===== src/rtl/alu_ctrl_pkg.sv =====
// alu_ctrl_pkg: shared types and constants for the ALU sequencing controller.
//   alu_op_e : 4-bit opcode encoding (12..15 are illegal)
//   alu_st_e : controller FSM states
//   ALU_W    : datapath width
package alu_ctrl_pkg;

  localparam int ALU_W = 32;

  typedef enum logic [3:0] {
    OP_ADD = 4'd0,
    OP_ADC = 4'd1,
    OP_SUB = 4'd2,
    OP_AND = 4'd3,
    OP_OR  = 4'd4,
    OP_XOR = 4'd5,
    OP_NOT = 4'd6,
    OP_SHL = 4'd7,
    OP_SHR = 4'd8,
    OP_SAR = 4'd9,
    OP_REV = 4'd10,
    OP_MUL = 4'd11
  } alu_op_e;

  typedef enum logic [1:0] {
    IDLE   = 2'd0,
    RESP   = 2'd1,
    MUL_LO = 2'd2,
    MUL_HI = 2'd3
  } alu_st_e;

endpackage


===== src/rtl/alu_ctrl_core.sv =====
// alu_ctrl_core: purely combinational ALU datapath.
//   op       : opcode
//   a, b     : operands (b is the unsigned shift amount for shifts)
//   cin      : carry-in (architectural carry flag) used by ADC
//   result   : 64-bit result; only MUL uses the upper half, else upper half is 0
//   cout     : carry-out / not-borrow for ADD, ADC, SUB
//   flag_we  : op updates the carry flag
//   illegal  : opcode is not defined
module alu_ctrl_core
  import alu_ctrl_pkg::*;
(
  input  alu_op_e            op,
  input  logic [ALU_W-1:0]   a,
  input  logic [ALU_W-1:0]   b,
  input  logic               cin,
  output logic [2*ALU_W-1:0] result,
  output logic               cout,
  output logic               flag_we,
  output logic               illegal
);

  logic [ALU_W:0]       sum_s;
  logic [ALU_W:0]       adc_s;
  logic [ALU_W-1:0]     rev_s;
  logic                 big_shift_s;
  logic signed [63:0]   prod_s;

  // 33-bit sums so the carry is simply the top bit
  assign sum_s = {1'b0, a} + {1'b0, b};
  assign adc_s = {1'b0, a} + {1'b0, b} + {32'd0, cin};
  // Any amount bit above bit 4 means the shift is 32 or more
  assign big_shift_s = |b[ALU_W-1:5];
  // Operands sign-extended to 64 bits so the truncated product is the signed result
  assign prod_s = $signed({{32{a[31]}}, a}) * $signed({{32{b[31]}}, b});

  // Bit reversal of operand A
  always_comb begin
    rev_s = {ALU_W{1'b0}};
    for (int i = 0; i < ALU_W; i++) begin
      rev_s[i] = a[ALU_W-1-i];
    end
  end

  // Opcode decode and result selection
  always_comb begin
    result  = {(2*ALU_W){1'b0}};
    cout    = 1'b0;
    flag_we = 1'b0;
    illegal = 1'b0;
    case (op)
      OP_ADD: begin
        result[31:0] = sum_s[31:0];
        cout         = sum_s[32];
        flag_we      = 1'b1;
      end
      OP_ADC: begin
        result[31:0] = adc_s[31:0];
        cout         = adc_s[32];
        flag_we      = 1'b1;
      end
      OP_SUB: begin
        result[31:0] = a - b;
        cout         = (a >= b);
        flag_we      = 1'b1;
      end
      OP_AND: result[31:0] = a & b;
      OP_OR:  result[31:0] = a | b;
      OP_XOR: result[31:0] = a ^ b;
      OP_NOT: result[31:0] = ~a;
      OP_SHL: result[31:0] = big_shift_s ? 32'd0 : (a << b[4:0]);
      OP_SHR: result[31:0] = big_shift_s ? 32'd0 : (a >> b[4:0]);
      OP_SAR: result[31:0] = big_shift_s ? {32{a[31]}} : 32'($signed(a) >>> b[4:0]);
      OP_REV: result[31:0] = rev_s;
      OP_MUL: result       = prod_s;
      default: illegal     = 1'b1;
    endcase
  end

endmodule


===== src/rtl/alu_ctrl.sv =====
// alu_ctrl: sequencing controller around the combinational ALU.
//   clk, rst              : clock, async active-high reset
//   req_valid/ready       : request handshake; req_op/a/b/tag request payload
//   rsp_valid/ready       : response handshake; rsp_data/tag/last/err beat payload
//   carry_flag            : registered architectural carry
//   flag_clr              : synchronous clear of carry_flag (a carry-updating op wins)
// MUL returns two beats (low then high); every other op returns one.
module alu_ctrl
  import alu_ctrl_pkg::*;
#(
  parameter int TAG_W = 4
) (
  input  logic             clk,
  input  logic             rst,
  input  logic             req_valid,
  output logic             req_ready,
  input  logic [3:0]       req_op,
  input  logic [ALU_W-1:0] req_a,
  input  logic [ALU_W-1:0] req_b,
  input  logic [TAG_W-1:0] req_tag,
  output logic             rsp_valid,
  input  logic             rsp_ready,
  output logic [ALU_W-1:0] rsp_data,
  output logic [TAG_W-1:0] rsp_tag,
  output logic             rsp_last,
  output logic             rsp_err,
  output logic             carry_flag,
  input  logic             flag_clr
);

  alu_st_e            state_r;
  alu_st_e            state_nxt_s;
  logic [2*ALU_W-1:0] res_r;
  logic [TAG_W-1:0]   tag_r;
  logic               err_r;
  logic               last_r;
  logic               valid_r;
  logic               carry_r;

  logic [2*ALU_W-1:0] core_result_s;
  logic               core_cout_s;
  logic               core_flag_we_s;
  logic               core_illegal_s;
  logic               accept_s;
  logic               last_hs_s;
  logic               lo_hs_s;
  logic               is_mul_s;

  alu_ctrl_core u_core (
    .op      (alu_op_e'(req_op)),
    .a       (req_a),
    .b       (req_b),
    .cin     (carry_r),
    .result  (core_result_s),
    .cout    (core_cout_s),
    .flag_we (core_flag_we_s),
    .illegal (core_illegal_s)
  );

  // Handshake qualifiers; a new request may land on the same edge as the final beat
  assign last_hs_s = valid_r & rsp_ready & last_r;
  assign lo_hs_s   = valid_r & rsp_ready & ~last_r;
  assign req_ready = (state_r == IDLE) | last_hs_s;
  assign accept_s  = req_valid & req_ready;
  assign is_mul_s  = (req_op == OP_MUL);

  // Next-state selection
  always_comb begin
    state_nxt_s = state_r;
    case (state_r)
      IDLE: begin
        if (accept_s) begin
          state_nxt_s = is_mul_s ? MUL_LO : RESP;
        end else begin
          state_nxt_s = IDLE;
        end
      end
      MUL_LO: begin
        if (lo_hs_s) begin
          state_nxt_s = MUL_HI;
        end else begin
          state_nxt_s = MUL_LO;
        end
      end
      RESP, MUL_HI: begin
        if (last_hs_s && accept_s) begin
          state_nxt_s = is_mul_s ? MUL_LO : RESP;
        end else if (last_hs_s) begin
          state_nxt_s = IDLE;
        end else begin
          state_nxt_s = state_r;
        end
      end
      default: state_nxt_s = IDLE;
    endcase
  end

  // FSM, result capture and response beat registers
  always_ff @(posedge clk or posedge rst) begin
    if (rst) begin
      state_r <= IDLE;
      valid_r <= 1'b0;
      res_r   <= {(2*ALU_W){1'b0}};
      tag_r   <= {TAG_W{1'b0}};
      err_r   <= 1'b0;
      last_r  <= 1'b0;
    end else begin
      state_r <= state_nxt_s;
      valid_r <= (state_nxt_s != IDLE);
      if (accept_s) begin
        res_r  <= core_result_s;
        tag_r  <= req_tag;
        err_r  <= core_illegal_s;
        last_r <= ~is_mul_s;
      end else if (lo_hs_s) begin
        last_r <= 1'b1;
      end
    end
  end

  // Carry flag: an accepted carry-updating op takes priority over flag_clr
  always_ff @(posedge clk or posedge rst) begin
    if (rst) begin
      carry_r <= 1'b0;
    end else if (accept_s && core_flag_we_s) begin
      carry_r <= core_cout_s;
    end else if (flag_clr) begin
      carry_r <= 1'b0;
    end
  end

  // Beat data selects from the registered 64-bit result only
  assign rsp_data   = (state_r == MUL_HI) ? res_r[63:32] : res_r[31:0];
  assign rsp_valid  = valid_r;
  assign rsp_tag    = tag_r;
  assign rsp_last   = last_r;
  assign rsp_err    = err_r;
  assign carry_flag = carry_r;

endmodule


===== config.mk =====
export PLATFORM = sky130hd
export DESIGN_NAME = alu_ctrl
export DESIGN_NICKNAME = d
export VERILOG_FILES = /design/src/rtl/alu_ctrl_pkg.sv /design/src/rtl/alu_ctrl_core.sv /design/src/rtl/alu_ctrl.sv
export SDC_FILE = /design/constraint.sdc
export NUM_CORES = 2
export LEC_CHECK = 0
export BUFFER_PORTS_ARGS = -buffer_cell sky130_fd_sc_hd__buf_2
export CORE_ASPECT_RATIO = 0.6
export CORE_MARGIN = 2
export CORE_UTILIZATION = 29
export DETAILED_ROUTE_END_ITERATION = 8
export PLACE_DENSITY_LB_ADDON = 0.08
export SETUP_SLACK_MARGIN = 0.02
export SLEW_MARGIN = 20
export SYNTH_ARGS = -nofsm -noshare
export SYNTH_HDL_FRONTEND = slang
export SYNTH_SLANG_ARGS = --single-unit

===== constraint.sdc =====
create_clock -name clk -period 2.6 [get_ports clk]
set_clock_uncertainty 0.05 [all_clocks]
set_input_delay 0.52 -clock clk [delete_from_list [all_inputs] [get_ports clk]]
set_output_delay 0.52 -clock clk [all_outputs]
set_load 0.03 [all_outputs]

==> flow_summary.json <==
{
  "status": "complete, but fails checks",
  "violations": "setup timing",
  "synth_fp_nets": 7132,
  "critPathMaxFanout": 8,
  "io_pins": 118,
  "rows": 115,
  "seq_area_frac_synth_pct": 3.875,
  "cp_top_family": "adder cells",
  "crit_top_cell": "fa_1",
  "hold_viol": 0,
  "netlist_area_um2": 47790,
  "critPathSlowestCell": "fa_2",
  "drtPass1Iterations": 7,
  "fin_ws_ns": -5.499,
  "multi_input_area_um2": 44260,
  "routed-via-count": 47600,
  "track_usage_pct": 32.68,
  "wire_per_inst_um": 30.10,
  "fin_nets": 8462,
  "htreeDepth": 3,
  "cts_tree": "built",
  "avgSynthCellArea_um2": 8.404,
  "numCtsBuffers": 9,
  "wirelength_um": 276500,
  "arrival_ns": 8.27,
  "synth-async-reset-ratio_pct": 100.0,
  "ctsRootBufferMaster": "clkbuf_16",
  "vias_per_cell": 5.181,
  "dieArea_um2": 168200,
  "max_cap_violations": 0,
  "hold_path_class": "input port to async pin",
  "ys_ff_latch": 74,
  "gp_congestion": 1.013,
  "antenna_found_initial": 12,
  "final_area_um2": 68310,
  "max_stage_delay_ns": 0.59,
  "seq_area_um2": 1852,
  "layout-drive-gt1-share_pct": 35.06,
  "grt_max_degree": 52,
  "critPathRequiredTime_ns": 2.77,
  "insertion_delay_ns": 0.34,
  "start_util_pct": 29.19,
  "clkSinkCount": 74,
  "drc_errors": 0,
  "drt_iter0_drc": 4957,
  "critPathBufInv": 6,
  "tightest_slew_ns": 1.274,
  "hpwl_um": 242400,
  "setup.worst_path.end_class": "flip-flop",
  "fill_cells": 16630,
  "startpoint_type": "input port",
  "die_h_um": 318.5,
  "post-place-ws_ns": -6.283,
  "grt_pass1_wl_um": 386900,
  "ys.flop_type": "dfrtp_1",
  "overflow": 0,
  "synthToLayoutAreaGrowth_pct": 42.94,
  "period_minus_slack_ns": 8.099,
  "rsz0062_at_grt": "true",
  "port_buffers": 117,
  "fmax_mhz": 123.5,
  "slew_viol_final": 0,
  "slew_headroom_pct": 14.77,
  "synth_warnings": 0,
  "core_area_um2": 163700,
  "final.period_utilization_pct": 311.5,
  "clkTransAtPathRegs_ns": 0.06,
  "syn_inst": 5687,
  "synth-edff-count": 0,
  "antenna_left": 0,
  "dpl-instance-area_um2": 62640,
  "die_w_um": 528.1,
  "ys_types": 91,
  "grt_pass1_vias": 48220,
  "final-setup-viol-count": 65,
  "criticalPathCategory": "input port to flip-flop",
  "cts_max_path_buffers": 2
}
## cells in the mapped netlist, drive strengths merged, types with 58 or more instances
master	count	share of area [%]
fa	1084	45
inv	1055	8.3
dfrtp	74	3.9
ha	284	7.4
o21ai	176	1.8
nand2	650	5.1
a21o	58	0.91
buf	91	0.86
a21oi	211	2.2
xnor2	86	1.6
clkbuf	252	2.0
nor2	826	6.5
## cell type report
cell class / count / area share (%)
multi-input cells: 4192 / 64.78
well taps: 2164 / 3.963
repair buffers: 1662 / 21.81
clock inverters: 2 / 0.05128
inverters: 1078 / 6.289
diodes: 2 / 0.007326
flip-flops and latches: 74 / 2.711
clock buffers: 14 / 0.3865
## logic make-up (layout without fill, tap and decap cells)
| family | count (synthesis) | count (layout) | share of synthesized area, % |
|---|---|---|---|
| multiplexers | 106 | 106 | 2.801 |
| AO/OA/AOI/OAI | 827 | 827 | 11.44 |
| XOR/XNOR | 135 | 135 | 2.513 |
| adder cells (fa/ha/maj) | 1368 | 1368 | 52.84 |
| other | 0 | 2 | 0 |
| flip-flops | 74 | 74 | 3.875 |
| AND/OR/NAND/NOR | 1756 | 1756 | 15.20 |
| buffers and inverters | 1421 | 2756 | 11.32 |
## placed cells by master, fill, tap and decap left out, drive strengths merged, types with 12 or more instances in the layout
cell,instances
dfrtp,74
nor2b,17
mux2i,37
ha,284
o21bai,16
or2,13
nor3,50
a2111oi,12
a21o,58
a21oi,211
fa,1084
xor2,49
o21a,15
and3,14
clkinv,22
a221oi,34
a31oi,22
nor4,26
nand3,55
clkbuf,21
buf,1655
o31ai,22
o21ai,176
mux4,17
and2,16
nor2,826
a211oi,54
nand4,28
o211ai,26
o2111ai,23
inv,1050
nand2b,27
mux2,52
xnor2,86
o221ai,22
o22ai,32
nand2,650
a22oi,21
## worst paths after layout
check | start | endpoint | slack (ns) | cells after the start
worst max-delay path | req_a[9] | res_r[60] | -5.50 | 27
worst min-delay path | rst | rsp_tag[0] | 0.15 | 2
worst max register to register | carry_flag | res_r[31] | 0.24 | 6
worst min register to register | res_r[9] | res_r[9] | 0.43 | 2
max in group asynchronous | rst | res_r[54] | 1.69 | 3
min in group clk | req_tag[0] | rsp_tag[0] | 0.33 | 3
## through the flow
stage                     setup TNS, ns  hold WS (ns)  util [%]  std cells
after detailed placement        -340.49        0.4130     38.25       9063
after floorplan                 -261.55        0.3901         -       5687
after global placement          -341.26        0.4072     38.25       9063
after CTS                       -292.96        0.1656     39.66       9128
final                           -287.74        0.1533     41.72       9188
after global routing            -297.04        0.1694     41.72       9187
## registers in the layout, summed over array words and instances (netlist names)
register / flops
rsp_tag: 4
res_r: 64
carry_flag: 1
rsp_last: 1
rsp_err: 1
state_r: 2
rsp_valid: 1
## repair_timing
item                       in CTS  in global routing
resized for setup             394                701
setup endpoints to repair      65                 65
hold endpoints to repair        0                  0
hold buffers                    0                  0
gates cloned                    0                  3
pin swaps                     135                339
buffers inserted               54                 70
## metal layers
layer	up-vias	wire length [µm]	track usage, %
li1	20420	-	-
met1	24830	140200	53.74
met2	2141	101700	41.71
met3	209	28290	8.312
met4	6	6307	5.610
met5	-	34	0
Power is not shown: default switching activity piles up to over one toggle a cycle in this logic, so the estimate is an artifact.
